File: config.mk
export PLATFORM = sky130hd
export DESIGN_NAME = add_op_issuer
export DESIGN_NICKNAME = d
export VERILOG_FILES = /design/src/rtl/add_iss_pkg.sv /design/src/rtl/add_iss_fifo.sv /design/src/rtl/add_op_issuer.sv
export SDC_FILE = /design/constraint.sdc
export NUM_CORES = 1
export LEC_CHECK = 0
export CELL_PAD_IN_SITES_DETAIL_PLACEMENT = 0
export CELL_PAD_IN_SITES_GLOBAL_PLACEMENT = 1
export CORE_ASPECT_RATIO = 2
export CORE_MARGIN = 2
export CORE_UTILIZATION = 38
export DETAILED_ROUTE_END_ITERATION = 8
export MAX_ROUTING_LAYER = met4
export PLACE_DENSITY_LB_ADDON = 0.3
export SYNTH_ARGS = -nofsm -noshare
export SYNTH_HDL_FRONTEND = slang
export SYNTH_SLANG_ARGS = --single-unit
File: constraint.sdc
create_clock -name clk -period 2.7 [get_ports clk]
set_input_delay 0.81 -clock clk [delete_from_list [all_inputs] [get_ports clk]]
set_output_delay 0.81 -clock clk [all_outputs]
set_load 0.01 [all_outputs]
File: src/rtl/add_iss_pkg.sv
// Shared defaults and types for the adder-unit issuer: widths, depths and the
// in-flight pipe entry that carries the expected sum alongside its valid bit.
package add_iss_pkg;

  localparam int W_DEF     = 16;
  localparam int DEPTH_DEF = 4;
  localparam int LAT_DEF   = 2;
  localparam int CNT_W     = $clog2(DEPTH_DEF + 1);

  typedef struct packed {
    logic             v;
    logic [W_DEF-1:0] exp;
  } pipe_entry_t;

endpackage

File: src/rtl/add_iss_fifo.sv
// Synchronous result FIFO with occupancy count; a push while full is accepted
// only when a pop frees the head slot at the same edge.
module add_iss_fifo
  import add_iss_pkg::*;
#(
  parameter int W     = W_DEF,
  parameter int DEPTH = DEPTH_DEF,
  parameter int CW    = CNT_W
) (
  input  logic          clk,
  input  logic          rst,
  input  logic          push,
  input  logic [W-1:0]  din,
  input  logic          pop,
  output logic [W-1:0]  dout,
  output logic          empty,
  output logic          full,
  output logic [CW-1:0] count
);

  localparam int AW = $clog2(DEPTH);

  logic [W-1:0]  mem [DEPTH];
  logic [AW-1:0] wr_ptr;
  logic [AW-1:0] rd_ptr;
  logic          do_push;
  logic          do_pop;

  assign empty   = (count == '0);
  assign full    = (count == CW'(DEPTH));
  assign do_pop  = pop && !empty;
  assign do_push = push && (!full || do_pop);
  assign dout    = mem[rd_ptr];

  always_ff @(posedge clk) begin
    if (rst) begin
      wr_ptr <= '0;
      rd_ptr <= '0;
      count  <= '0;
    end else begin
      if (do_push) wr_ptr <= wr_ptr + 1'b1;
      if (do_pop)  rd_ptr <= rd_ptr + 1'b1;
      case ({do_push, do_pop})
        2'b10:   count <= count + 1'b1;
        2'b01:   count <= count - 1'b1;
        default: count <= count;
      endcase
    end
  end

  always_ff @(posedge clk) begin
    if (do_push) mem[wr_ptr] <= din;
  end

endmodule

File: src/rtl/add_op_issuer.sv
// Issues operand pairs to the pipelined adder unit under a credit limit, tracks
// each op by fixed latency, checks the returned sum and queues it for the consumer.
module add_op_issuer
  import add_iss_pkg::*;
#(
  parameter int W     = W_DEF,
  parameter int DEPTH = DEPTH_DEF,
  parameter int LAT   = LAT_DEF
) (
  input  logic         clk,
  input  logic         rst,
  input  logic         in_valid,
  output logic         in_ready,
  input  logic [W-1:0] in_a,
  input  logic [W-1:0] in_b,
  output logic         start,
  output logic [W-1:0] a,
  output logic [W-1:0] b,
  input  logic [W-1:0] y,
  input  logic         unit_valid,
  output logic         res_valid,
  input  logic         res_ready,
  output logic [W-1:0] res_y,
  output logic         err,
  output logic [7:0]   err_cnt,
  output logic         idle
);

  localparam int CW = $clog2(DEPTH + 1);

  function automatic logic [7:0] sat_inc(input logic [7:0] c);
    return (c == 8'hFF) ? c : c + 8'd1;
  endfunction

  pipe_entry_t   pipe [LAT+1];
  logic [CW-1:0] fifo_count;
  logic          fifo_empty;
  logic          fifo_full;
  logic          fire;
  logic          capture;
  logic          mismatch;
  int            inflight;

  always_comb begin
    inflight = 0;
    for (int i = 0; i <= LAT; i++) begin
      if (pipe[i].v) inflight = inflight + 1;
    end
  end

  // Credits count results already queued plus ops still travelling through the unit.
  assign in_ready = !rst && ((int'(fifo_count) + inflight) < DEPTH);
  assign fire     = in_valid && in_ready;
  assign idle     = (inflight == 0) && fifo_empty;
  assign capture  = pipe[LAT].v;
  assign mismatch = (y != pipe[LAT].exp) || !unit_valid;

  // Issue register: drives the unit the cycle after acceptance
  always_ff @(posedge clk) begin
    if (rst) begin
      start <= 1'b0;
      a     <= '0;
      b     <= '0;
    end else begin
      start <= fire;
      if (fire) begin
        a <= in_a;
        b <= in_b;
      end
    end
  end

  // Latency pipe: stage LAT lines up with the cycle y holds that op's sum
  always_ff @(posedge clk) begin
    pipe[0].exp <= in_a + in_b;
    for (int i = 1; i <= LAT; i++) pipe[i].exp <= pipe[i-1].exp;
    if (rst) begin
      for (int i = 0; i <= LAT; i++) pipe[i].v <= 1'b0;
    end else begin
      pipe[0].v <= fire;
      for (int i = 1; i <= LAT; i++) pipe[i].v <= pipe[i-1].v;
    end
  end

  // Checker: unit_valid is sticky, so it only confirms the unit has ever produced
  always_ff @(posedge clk) begin
    if (rst) begin
      err     <= 1'b0;
      err_cnt <= '0;
    end else if (capture && mismatch) begin
      err     <= 1'b1;
      err_cnt <= sat_inc(err_cnt);
    end
  end

  add_iss_fifo #(
    .W     (W),
    .DEPTH (DEPTH),
    .CW    (CW)
  ) u_fifo (
    .clk   (clk),
    .rst   (rst),
    .push  (capture),
    .din   (y),
    .pop   (res_ready),
    .dout  (res_y),
    .empty (fifo_empty),
    .full  (fifo_full),
    .count (fifo_count)
  );

  assign res_valid = !fifo_empty;

endmodule
== Word level (Yosys, flattened, before mapping) ==
Memory sizes are Yosys's and may differ from the RTL's. A register that Yosys moved wholly into a read port is not among the register bits.
Cells that the tools add are included.

* Bits in registers: 49
* Logic and storage cells: 59
* Bits in latches: 0
* Memory bits (writable): 115
* Bits in read-only memories: 0
* Output and inout bits: 61
* Memories: 2

{| class="wikitable"
|+ Memory list
! name !! words !! bits a word !! rd ports !! clocked after Yosys merged registers in !! wr ports !! RTL line !! source
|-
| u_fifo.mem || 4 || 16 || 1 || 1 || 1 || add_iss_fifo.sv:23 || <nowiki>logic [W-1:0] mem [DEPTH];</nowiki>
|-
| pipe || 3 || 17 || 3 || 0 || 3 || add_op_issuer.sv:35 || <nowiki>pipe_entry_t pipe [LAT+1];</nowiki>
|}

* Order comparisons: 1
* Muxes and demuxes: 14
* $mul: 0
* $add $sub $neg: 9
* Reductions and logical operators: 16
* Equal/unequal tests: 5
* Shifts and indexed selects: 0
* Bitwise logic cells: 4
* Div/mod/pow operators: 0

{| class="wikitable"
|+ Operators by type and width
! kind !! number
|-
| 32-bit by 2-bit adder with 32-bit output, second input constant || 2
|-
| 32-bit two-way mux || 2
|-
| 4-bit by 32-bit adder with 32-bit output || 1
|-
| 32-bit zero test || 1
|-
| 32-bit by 4-bit less-than comparator with 1-bit output, second input constant || 1
|-
| 16-bit adder || 1
|-
| 16-bit != test || 1
|-
| 1-bit two-way mux || 9
|-
| 8-bit by 1-bit adder with 8-bit output, second input constant || 1
|-
| 8-bit == test, second input constant || 1
|-
| 1-bit logical AND || 6
|-
| 3-bit case mux with 2 select lines || 1
|-
| 2-bit by 1-bit adder with 2-bit output, second input constant || 2
|-
| 1-bit zero test || 4
|-
| 2-bit two-way mux || 2
|-
| 3-bit by 1-bit adder with 3-bit output, second input constant || 1
|-
| 3-bit == test, second input constant || 1
|-
| 3-bit zero test || 1
|-
| 1-bit bitwise OR || 3
|-
| 3-bit by 1-bit subtractor with 3-bit output, second input constant || 1
|-
| 2-bit by 1-bit == test with 1-bit output, second input constant || 1
|-
| 2-bit == test, second input constant || 1
|-
| 1-bit logical OR || 2
|-
| 2-bit AND reduction || 1
|-
| 2 further kinds || 2
|}

== Depth between registers and ports, before layout ==
Gate-level depths: netlist (run 1).
An unclocked memory read counts as a cell.

* Depth after elaboration: 11
* Mapped depth: 11
* Gate-level depth less buffers: 10

== Cells and area by module ==
Synthesis (run 1) repeated with hierarchy kept, for this count alone.

* Cells, all modules: 514
* Area, all modules: 6,465.0 sq um

{| class="wikitable"
|+ Modules (own cells, without submodules)
! module !! instances !! seq. area each (sq um) !! area each (sq um) !! cells an instance
|-
| add_op_issuer || 1 || 1,841.8 || 3,627.2 || 376
|-
| add_iss_fifo || 1 || 2,102.0 || 2,837.7 || 138
|}

== Worst setup path after synthesis (run 1) ==
No wires, ideal clock.

* Kind: register to output
* From: mem pipe[0][16] (netlist name)
* To: out in_ready
* Stages on the path, launching flop included: 7
* Required time: 1,890 ps
* Arrival time: 1,988 ps
* Buffers on the path: 0
* Slack: -98 ps
* Path through: dfxtp_1 -> inv_1 -> ha_1 -> and3_1 -> ha_1 -> or4_1 -> a31oi_1

{| class="wikitable"
|+ RTL lines
! what !! RTL line !! source
|-
| start, declared || add_op_issuer.sv:35 ||
|-
| end, declared || add_op_issuer.sv:13 || <nowiki>output logic in_ready,</nowiki>
|}

==> results of run 1 <==
[state kept, by name, summed over array words and instances, names as in the netlist, 2 cells and up, named ones only]
name,flops
u_fifo.wr_ptr,2
a,16
err_cnt,8
pipe,51
u_fifo.mem,64
b,16
u_fifo.count,3
u_fifo.rd_ptr,2
[through the flow]
stage | TNS (ps) | hold WS, ps | instance area [sq um]
finish | -278 | 326 | 8950
CTS | -309 | 328 | 8920
global placement | -5530 | 311 | 8230
floorplan | 0 | 310 | 6440
global route | -624 | 330 | 8950
detailed placement | -7090 | 312 | 8230
[report_power, final]
part / total [mW] / internal, mW / switching, mW
registers: 2.96 / 2.84 / 0.116
logic: 1.65 / 0.918 / 0.731
clock network: 2.34 / 1.24 / 1.10
[worst max-delay path by stage]
stage	from	end	slack [ps]
after CTS	pipe[0][16]	in_ready	-310
after floorplan	pipe[0][16]	in_ready	7
final	pipe[0][16]	in_ready	-280
after global placement	pipe[0][16]	in_ready	-460
after detailed placement	pipe[0][16]	in_ready	-480
after global routing	pipe[0][16]	in_ready	-360
[kinds of logic (layout without fill, tap and decap cells)]
group | Yosys count | count (layout) | synth area share
and+or+nand+nor | 163 | 163 | 0.118
buffers and inverters | 33 | 226 | 0.0242
DFF | 165 | 165 | 0.614
muxes | 20 | 20 | 0.0631
xor gates and xnor gates | 32 | 32 | 0.0437
adders and majority gates | 26 | 26 | 0.0530
AOI/OAI and AO/OA | 85 | 85 | 0.0838
[what timing repair did]
item	CTS	global route
endpoints found under the hold margin	0	0
setup endpoints to repair	20	18
pin swaps	5	4
setup buffers	3	1
resized for setup	41	19
cloned	1	0
[placed cells by master, fill, tap and decap left out, types with 3 or more instances in the layout]
cell and instances:
sky130_fd_sc_hd__a2111oi_0 3, sky130_fd_sc_hd__a211oi_1 4, sky130_fd_sc_hd__a21oi_1 47, sky130_fd_sc_hd__a21oi_2 3
sky130_fd_sc_hd__and2_1 6, sky130_fd_sc_hd__and3_1 8, sky130_fd_sc_hd__buf_12 3, sky130_fd_sc_hd__buf_4 64
sky130_fd_sc_hd__clkbuf_16 17, sky130_fd_sc_hd__clkbuf_2 3, sky130_fd_sc_hd__clkdlybuf4s15_1 6, sky130_fd_sc_hd__clkdlybuf4s50_1 92
sky130_fd_sc_hd__clkinv_8 3, sky130_fd_sc_hd__dfxtp_1 98, sky130_fd_sc_hd__dlygate4sd2_1 8, sky130_fd_sc_hd__edfxtp_1 64
sky130_fd_sc_hd__ha_1 20, sky130_fd_sc_hd__ha_4 3, sky130_fd_sc_hd__inv_1 9, sky130_fd_sc_hd__inv_2 3
sky130_fd_sc_hd__inv_6 4, sky130_fd_sc_hd__inv_8 4, sky130_fd_sc_hd__mux2i_1 3, sky130_fd_sc_hd__mux4_2 16
sky130_fd_sc_hd__nand2_1 75, sky130_fd_sc_hd__nand2b_1 3, sky130_fd_sc_hd__nand3_1 9, sky130_fd_sc_hd__nand4_1 3
sky130_fd_sc_hd__nor2_1 26, sky130_fd_sc_hd__nor2b_1 4, sky130_fd_sc_hd__nor3_1 8, sky130_fd_sc_hd__nor4_1 4
sky130_fd_sc_hd__o21ai_0 5, sky130_fd_sc_hd__o31ai_1 4, sky130_fd_sc_hd__or2_2 3, sky130_fd_sc_hd__or3_2 3
sky130_fd_sc_hd__xnor2_1 17, sky130_fd_sc_hd__xor2_1 15
[cells in the mapped netlist, types with 2 or more instances]
library cell	number	area [sq um]
sky130_fd_sc_hd__dfxtp_1	101	2020
sky130_fd_sc_hd__nand2_1	76	285
sky130_fd_sc_hd__edfxtp_1	64	1920
sky130_fd_sc_hd__a21oi_1	50	250
sky130_fd_sc_hd__nor2_1	27	101
sky130_fd_sc_hd__ha_1	24	300
sky130_fd_sc_hd__xnor2_1	17	149
sky130_fd_sc_hd__mux4_2	16	360
sky130_fd_sc_hd__clkbuf_1	15	56.3
sky130_fd_sc_hd__xor2_1	15	131
sky130_fd_sc_hd__inv_1	11	41.3
sky130_fd_sc_hd__and3_1	9	56.3
sky130_fd_sc_hd__nand3_1	9	45.0
sky130_fd_sc_hd__nor3_1	9	45.0
sky130_fd_sc_hd__o21ai_0	7	35.0
sky130_fd_sc_hd__and2_1	6	37.5
sky130_fd_sc_hd__a211oi_1	4	30.0
sky130_fd_sc_hd__nor2b_1	4	25.0
sky130_fd_sc_hd__nor4_1	4	25.0
sky130_fd_sc_hd__o31ai_1	4	30.0
sky130_fd_sc_hd__a2111oi_0	3	26.3
sky130_fd_sc_hd__buf_6	3	33.8
sky130_fd_sc_hd__mux2i_1	3	30.0
sky130_fd_sc_hd__nand2b_1	3	18.8
sky130_fd_sc_hd__nand4_1	3	18.8
sky130_fd_sc_hd__or2_2	3	18.8
sky130_fd_sc_hd__or3_2	3	22.5
sky130_fd_sc_hd__a21o_1	2	15.0
sky130_fd_sc_hd__buf_4	2	15.0
sky130_fd_sc_hd__fa_1	2	40.0
sky130_fd_sc_hd__o21a_1	2	15.0
sky130_fd_sc_hd__o21bai_1	2	15.0
sky130_fd_sc_hd__or4_1	2	15.0
[routing by layer]
metal  up-vias  share of wire
li1       2235              -
met1      2144           0.36
met2       128           0.57
met3        27          0.044
met4         0          0.027
met5         -              0
[worst reg2reg max path, cell delays in order (launching register included)]
cell                      delay, ps
sky130_fd_sc_hd__dfxtp_2        350
sky130_fd_sc_hd__inv_2           50
sky130_fd_sc_hd__ha_4           260
sky130_fd_sc_hd__and3_4         180
sky130_fd_sc_hd__ha_4           190
sky130_fd_sc_hd__or4_4          420
sky130_fd_sc_hd__a31oi_4        180
sky130_fd_sc_hd__buf_4          130
sky130_fd_sc_hd__buf_4           90
sky130_fd_sc_hd__buf_4           80
sky130_fd_sc_hd__nand2_1         80
sky130_fd_sc_hd__buf_4          250
sky130_fd_sc_hd__nand2_1        140
sky130_fd_sc_hd__a21oi_1         70
[area by class of cell]
cell class	instances	area, sq um
Tap cell	207	259
Multi-Input combinational cell	326	2420
Sequential cell	165	3950
Clock inverter	15	161
Fill cell	1450	7730
Timing Repair Buffer	182	1690
Clock buffer	17	425
Inverter	12	45.0
==> flow_summary.rst, run 1 <==
.. list-table::
   :header-rows: 1

   * - Metric
     - Value
   * - Outcome
     - finished, violations left
   * - Violations in the final reports
     - setup timing
   * - Syn_area_per_cell
     - approximately 12 sq um
   * - Power density of the placed cells
     - between 700 and 800 nW/um^2
   * - First-pass GRT wire length
     - 23300 microns
   * - Startpoint-to-endpoint class of the critical path
     - reg2out
   * - Critical-path cell list
     - inv_2, ha_4, and3_4, ha_4, or4_4, a31oi_4, buf_6
   * - Synth warn
     - 0
   * - Number of enable flip-flop cells after synthesis
     - 64
   * - Largest voltage drop on the vdd net
     - 428 uV
   * - Number of buffers between clock root and the deepest sink
     - 2
   * - Number of buffers and inverters on the critical path
     - 2
   * - Number of buffers inserted by port buffering
     - 113
   * - # nets final
     - 783
   * - Largest fanout on the critical path
     - 2
   * - R2R setup slack
     - 90 ps
   * - Worst EP arrival
     - between 2000 and 2500 ps
   * - Post-route clock period utilization
     - 1.10
   * - Crit. End Element
     - output pin
   * - Pins Over Slew Limit
     - 0
   * - Total vias in the final route
     - about 4500
   * - Highest cell delay on the worst timing path
     - 420 ps
   * - Drc violations
     - 0
   * - TritonCTS clock tree
     - yes
   * - Share of cells above drive strength 1
     - 0.218
   * - Post-synthesis instance area
     - around 6400 sq um
   * - Worst min-delay path startpoint
     - pipe[0][23]
   * - Post-route total power
     - between 6 and 7 mW
   * - Relative max-transition margin
     - 0.416
   * - Hold Violations, Final
     - 0
   * - Number of global-route vias before repair
     - 4703
   * - Total grt overflow
     - 0
   * - Wire per inst
     - 15.9 microns
   * - Count of cell instances traversed by the critical path
     - 7
   * - Hold buffer count at cts
     - 0
   * - GR met1 Demand/Resource
     - 0.169
   * - Antenna viol nets, final
     - 0
   * - Clock transition at the register clock pins on the worst setup and hold paths after CTS
     - 70 ps
   * - Peak Freq
     - ~340 MHz
   * - Antenna violations before repair
     - 0
   * - Aggregate routed wire length
     - 14700 microns
   * - Dominant synthesized flop cell
     - sky130_fd_sc_hd__dfxtp_1
   * - Reg2reg start
     - pipe[0][16]
   * - Antenna cells
     - 0
   * - Setup slack after placement
     - -477 ps
   * - Overall routing resource usage
     - 0.176
   * - Met3 routing resource usage after global routing
     - 0.0446
   * - Most used cell, CP
     - sky130_fd_sc_hd__ha_4
   * - First-pass iteration count of the detailed router
     - 4
   * - Number of top-level pins
     - 114
   * - Unrepaired setup endpoints after global routing
     - true
   * - Instance count along the most critical hold path
     - 0
   * - Synth Net Count
     - 603
   * - Final Instance Count excl. Fillers
     - 924
   * - Share of flip-flops with an asynchronous set or reset
     - 0
   * - Critical path's slowest cell
     - sky130_fd_sc_hd__or4_4
   * - Die Wd
     - 95.9 microns
   * - Routability congestion estimate
     - approximately 0.86
   * - Met2 track demand over resource in global routing
     - 0.324
   * - Min Clock Period, post-route
     - 2980 ps
   * - Initial Utilization
     - 0.385
   * - Pin count of the biggest net entering global routing
     - 53
   * - Post-route core utilization
     - 0.537
   * - Area of the die
     - 18000 sq um
   * - Insertion delay of the later-clocked pin in the worst-skew pair
     - 430 ps
   * - Unique cell type count in the Yosys netlist
     - 52
   * - Class of the most critical hold timing path
     - reg2reg
   * - Sink of the worst hold path
     - pipe[0][40]
   * - Most used routing layer in global routing
     - met2
   * - Capture point of the worst reg-to-reg path
     - b[8]
   * - Final HPWL from detailed placement
     - 10700 microns
   * - # rows
     - 67
   * - Total of endpoints with negative setup slack in the final report
     - 1
   * - Clk root buf
     - sky130_fd_sc_hd__clkbuf_16
   * - H-tree depth
     - 4
   * - Worst slew pin tran
     - 876 ps
   * - Number of placed instances with taps included
     - roughly 890
   * - Final Worst Setup Slack
     - -278 ps
   * - Height of the chip
     - 188 microns
   * - Standard cell core area
     - 16700 sq um
   * - Max-cap violations
     - 0
   * - Top cell family by delay on the critical path
     - simple AND/OR/NAND/NOR gates
   * - Synthesis-to-layout area growth
     - 39.5%
   * - Clk sinks
     - 165
   * - Via density per instance
     - 4.91
   * - Drt initial violations
     - 116
   * - Portion of the post-synthesis area used by sequential elements
     - 0.614
   * - Number of cells on the worst reg-to-reg path
     - 13
   * - Worst endpoint required time
     - between 1500 and 2000 ps
   * - Flip-flop and latch count after synthesis
     - 165
   * - Leakage power figure
     - ~3.4 nW
   * - TritonCTS Buffers
     - 17
   * - Sort of element at the start of the critical path
     - flip-flop
   * - Post-Synthesis Cells
     - 524
   * - Clk_skew
     - 11.1 ps
No activity file was read; power rests on OpenSTA's default activity.
==> inputs of run 2 (changes only) <==
==> constraint.sdc (replaced) <==
create_clock -name clk -period 2.7 [get_ports clk]
set_input_delay 0.81 -clock clk [delete_from_list [all_inputs] [get_ports clk]]
set_output_delay 0.81 -clock clk [all_outputs]
set_load 0.1 [all_outputs]
==> run 2 against run 1 <==
The run still ends with setup timing left. Final cell count is 0.22% higher. Global-route usage decreased by 0.90 points. Sequential power barely moved. Critical path depth stayed put. Clock-buffer cell count grew 1. Non-clock buffer count up 2. Maximum frequency decreased by 4.3%. Critical path type unchanged.
==> flow_summary.rst, run 2 (synthesis gave the netlist of run 1 again) <==
.. list-table::
   :header-rows: 1

   * - Metric
     - Value
   * - Outcome
     - finished, violations left
   * - Number of placed instances with taps included
     - 890
   * - H-tree depth
     - 4
   * - Number of global-route vias before repair
     - 4738
   * - Clk_skew
     - approximately 6.9 ps
   * - Aggregate routed wire length
     - approximately 14000 microns
   * - Synthesis-to-layout area growth
     - 41.4%
   * - Final Instance Count excl. Fillers
     - 926
   * - TritonCTS Buffers
     - 17
   * - TritonCTS clock tree
     - yes
   * - Clk sinks
     - 165
   * - Number of cells on the worst reg-to-reg path
     - 13
   * - Final Worst Setup Slack
     - -410 ps
   * - R2R setup slack
     - 120 ps
   * - Most common cell after layout, fill and taps aside
     - sky130_fd_sc_hd__buf_4
   * - Relative max-transition margin
     - 0.429
   * - Area of the die
     - around 18000 sq um
   * - Worst EP arrival
     - 2300 ps
   * - Antenna cells
     - 0
   * - First-pass GRT wire length
     - between 20000 and 25000 microns
   * - Insertion delay of the later-clocked pin in the worst-skew pair
     - 410 ps
   * - Leakage power figure
     - 3.54 nW
   * - Met3 routing resource usage after global routing
     - 0.0313
   * - Total of endpoints with negative setup slack in the final report
     - 1
   * - Worst hold slack across all endpoints
     - between 300 and 400 ps
   * - GR met1 Demand/Resource
     - 0.161
   * - Max-cap violations
     - 0
   * - Drc violations
     - 0
   * - Wire per inst
     - 15.7 microns
   * - Most used routing layer in global routing
     - met2
   * - Most flops, register
     - u_fifo.mem
   * - Most used cells in the layout excluding fill and tap cells
     - 108 x sky130_fd_sc_hd__buf_4, 99 x sky130_fd_sc_hd__dfxtp_1, 75 x sky130_fd_sc_hd__nand2_1, 64 x sky130_fd_sc_hd__edfxtp_1, 51 x sky130_fd_sc_hd__clkdlybuf4s50_1
   * - Final HPWL from detailed placement
     - 10700 microns
   * - Largest fanout on the critical path
     - 3
   * - Reg2reg start
     - pipe[0][16]
   * - Clk root buf
     - sky130_fd_sc_hd__clkbuf_16
   * - Drt initial violations
     - 95
   * - Number of buffers between clock root and the deepest sink
     - 2
   * - Number of top-level pins
     - 114
   * - Post-route cell area
     - 9080 sq um
   * - Via density per instance
     - 4.92
   * - Sort of element at the start of the critical path
     - flip-flop
   * - Violations in the final reports
     - setup timing
   * - Peak Freq
     - 322 MHz
   * - Routability congestion estimate
     - 0.855
   * - Top Registers
     - u_fifo.mem: 64 flops, pipe: 51 flops
   * - Post-place instance area
     - 8350 sq um
   * - Pins Over Slew Limit
     - 0
   * - Number of buffers inserted by port buffering
     - 113
   * - Overall routing resource usage
     - 0.167
   * - Capture point of the worst reg-to-reg path
     - b[2]
   * - Setup slack after placement
     - -533 ps
   * - Die Wd
     - 95.9 microns
   * - # nets final
     - 785
   * - Startpoint-to-endpoint class of the critical path
     - reg2out
   * - Largest register FFs
     - 64
   * - Instance count along the most critical hold path
     - 0
   * - Number of fill cells in the layout
     - around 1400
   * - Post-route clock period utilization
     - 1.15
   * - Share of cells above drive strength 1
     - 0.296
   * - Min Clock Period, post-route
     - about 3100 ps
   * - Pin count of the biggest net entering global routing
     - 53
   * - Class of the most critical hold timing path
     - reg2reg
   * - Antenna viol nets, final
     - 0
   * - Met2 track demand over resource in global routing
     - 0.322
   * - Crit. End Element
     - output pin
   * - Power density of the placed cells
     - 928 nW/um^2
   * - Total vias in the final route
     - 4559
   * - Clock transition at the register clock pins on the worst setup and hold paths after CTS
     - 70 ps
   * - Initial Utilization
     - 0.385
   * - Worst min-delay path startpoint
     - pipe[0][7]
   * - # rows
     - 67
   * - Sink of the worst hold path
     - pipe[0][24]
   * - Unrepaired setup endpoints after global routing
     - true
   * - Antenna violations before repair
     - 0
   * - First-pass iteration count of the detailed router
     - 4
   * - Height of the chip
     - 188 microns
   * - Largest voltage drop on the vdd net
     - 455 uV
   * - Hold Violations, Final
     - 0
   * - Worst endpoint required time
     - roughly 1900 ps
   * - Total grt overflow
     - 0
   * - Standard cell core area
     - 16700 sq um
   * - Worst slew pin tran
     - 856 ps
==> run 2: changes by cell type in the layout (fill, tap and decap cells not counted), sizes merged <==
cell,previous run,this run
inv,20,18
dlymetal6s2s,2,0
buf,70,131
clkinvlp,2,1
clkdlybuf4s15,6,0
bufbuf,1,0
bufinv,0,2
clkdlybuf4s50,92,51
dlygate4sd2,8,0
==> run 2: where the power goes <==
part / leakage [nW] / internal, mW / total (mW) / switching, mW
combinational: 1.83 / 1.13 / 3.05 / 1.91
sequential: 1.41 / 2.84 / 2.95 / 0.116
clock: 0.293 / 1.40 / 2.42 / 1.02
total: 3.54 / 5.37 / 8.42 / 3.05
==> run 2: through the flow <==
| stage | setup TNS (ps) | utilization | power [mW] |
|---|---|---|---|
| finish | -410 | 0.544 | 8.42 |
| CTS | -487 | 0.539 | 8.44 |
| floorplan | -14010 | - | 5.00 |
| detailed placement | -5090 | 0.500 | 6.00 |
| global route | -561 | 0.544 | 8.76 |
| global placement | -4410 | 0.500 | 5.97 |
==> run 2: routing by layer <==
metal | wire length [microns] | part of all wire | vias to the layer above
met4 | 253 | 0.017 | 0
met3 | 476 | 0.033 | 19
met1 | 5220 | 0.36 | 2194
met2 | 8550 | 0.59 | 109
li1 | - | - | 2237
met5 | 0 | 0 | -
==> run 2: critical path, stage by stage, from the launching register on <==
cell,delay (ps)
sky130_fd_sc_hd__dfxtp_4,370
sky130_fd_sc_hd__inv_4,40
sky130_fd_sc_hd__ha_4,230
sky130_fd_sc_hd__and3_4,170
sky130_fd_sc_hd__ha_4,140
sky130_fd_sc_hd__or4_4,530
sky130_fd_sc_hd__a31oi_4,200
sky130_fd_sc_hd__buf_12,200
==> run 2: cell type report <==
type,instances,area [sq um],area share
multi-input cells,326,2420,0.267
clock inverters,14,168,0.0185
clock buffers,18,429,0.0473
inverters,12,50.0,0.00551
flip-flops and latches,165,3950,0.435
well taps,207,259,0.0285
repair buffers,184,1800,0.198
==> run 2: what timing repair did <==
item                       in CTS  in global routing
cloned                          0                  2
setup endpoints to repair       2                 45
pin swaps                       2                  3
hold buffers                    0                  0
setup buffers                   3                  0
resized for setup               7                 13
hold endpoints to repair        0                  0
==> run 2: worst max-delay path by stage <==
stage           startpoint     endpoint  slack [ps]
2_1_floorplan  pipe[0][16]     in_ready        -450
3_3_place_gp       in_a[0]  pipe[0][12]        -390
3_5_place_dp       in_a[0]  pipe[0][12]        -530
4_1_cts        pipe[0][16]     in_ready        -430
5_1_grt        pipe[0][16]     in_ready        -480
6_report       pipe[0][16]     in_ready        -410
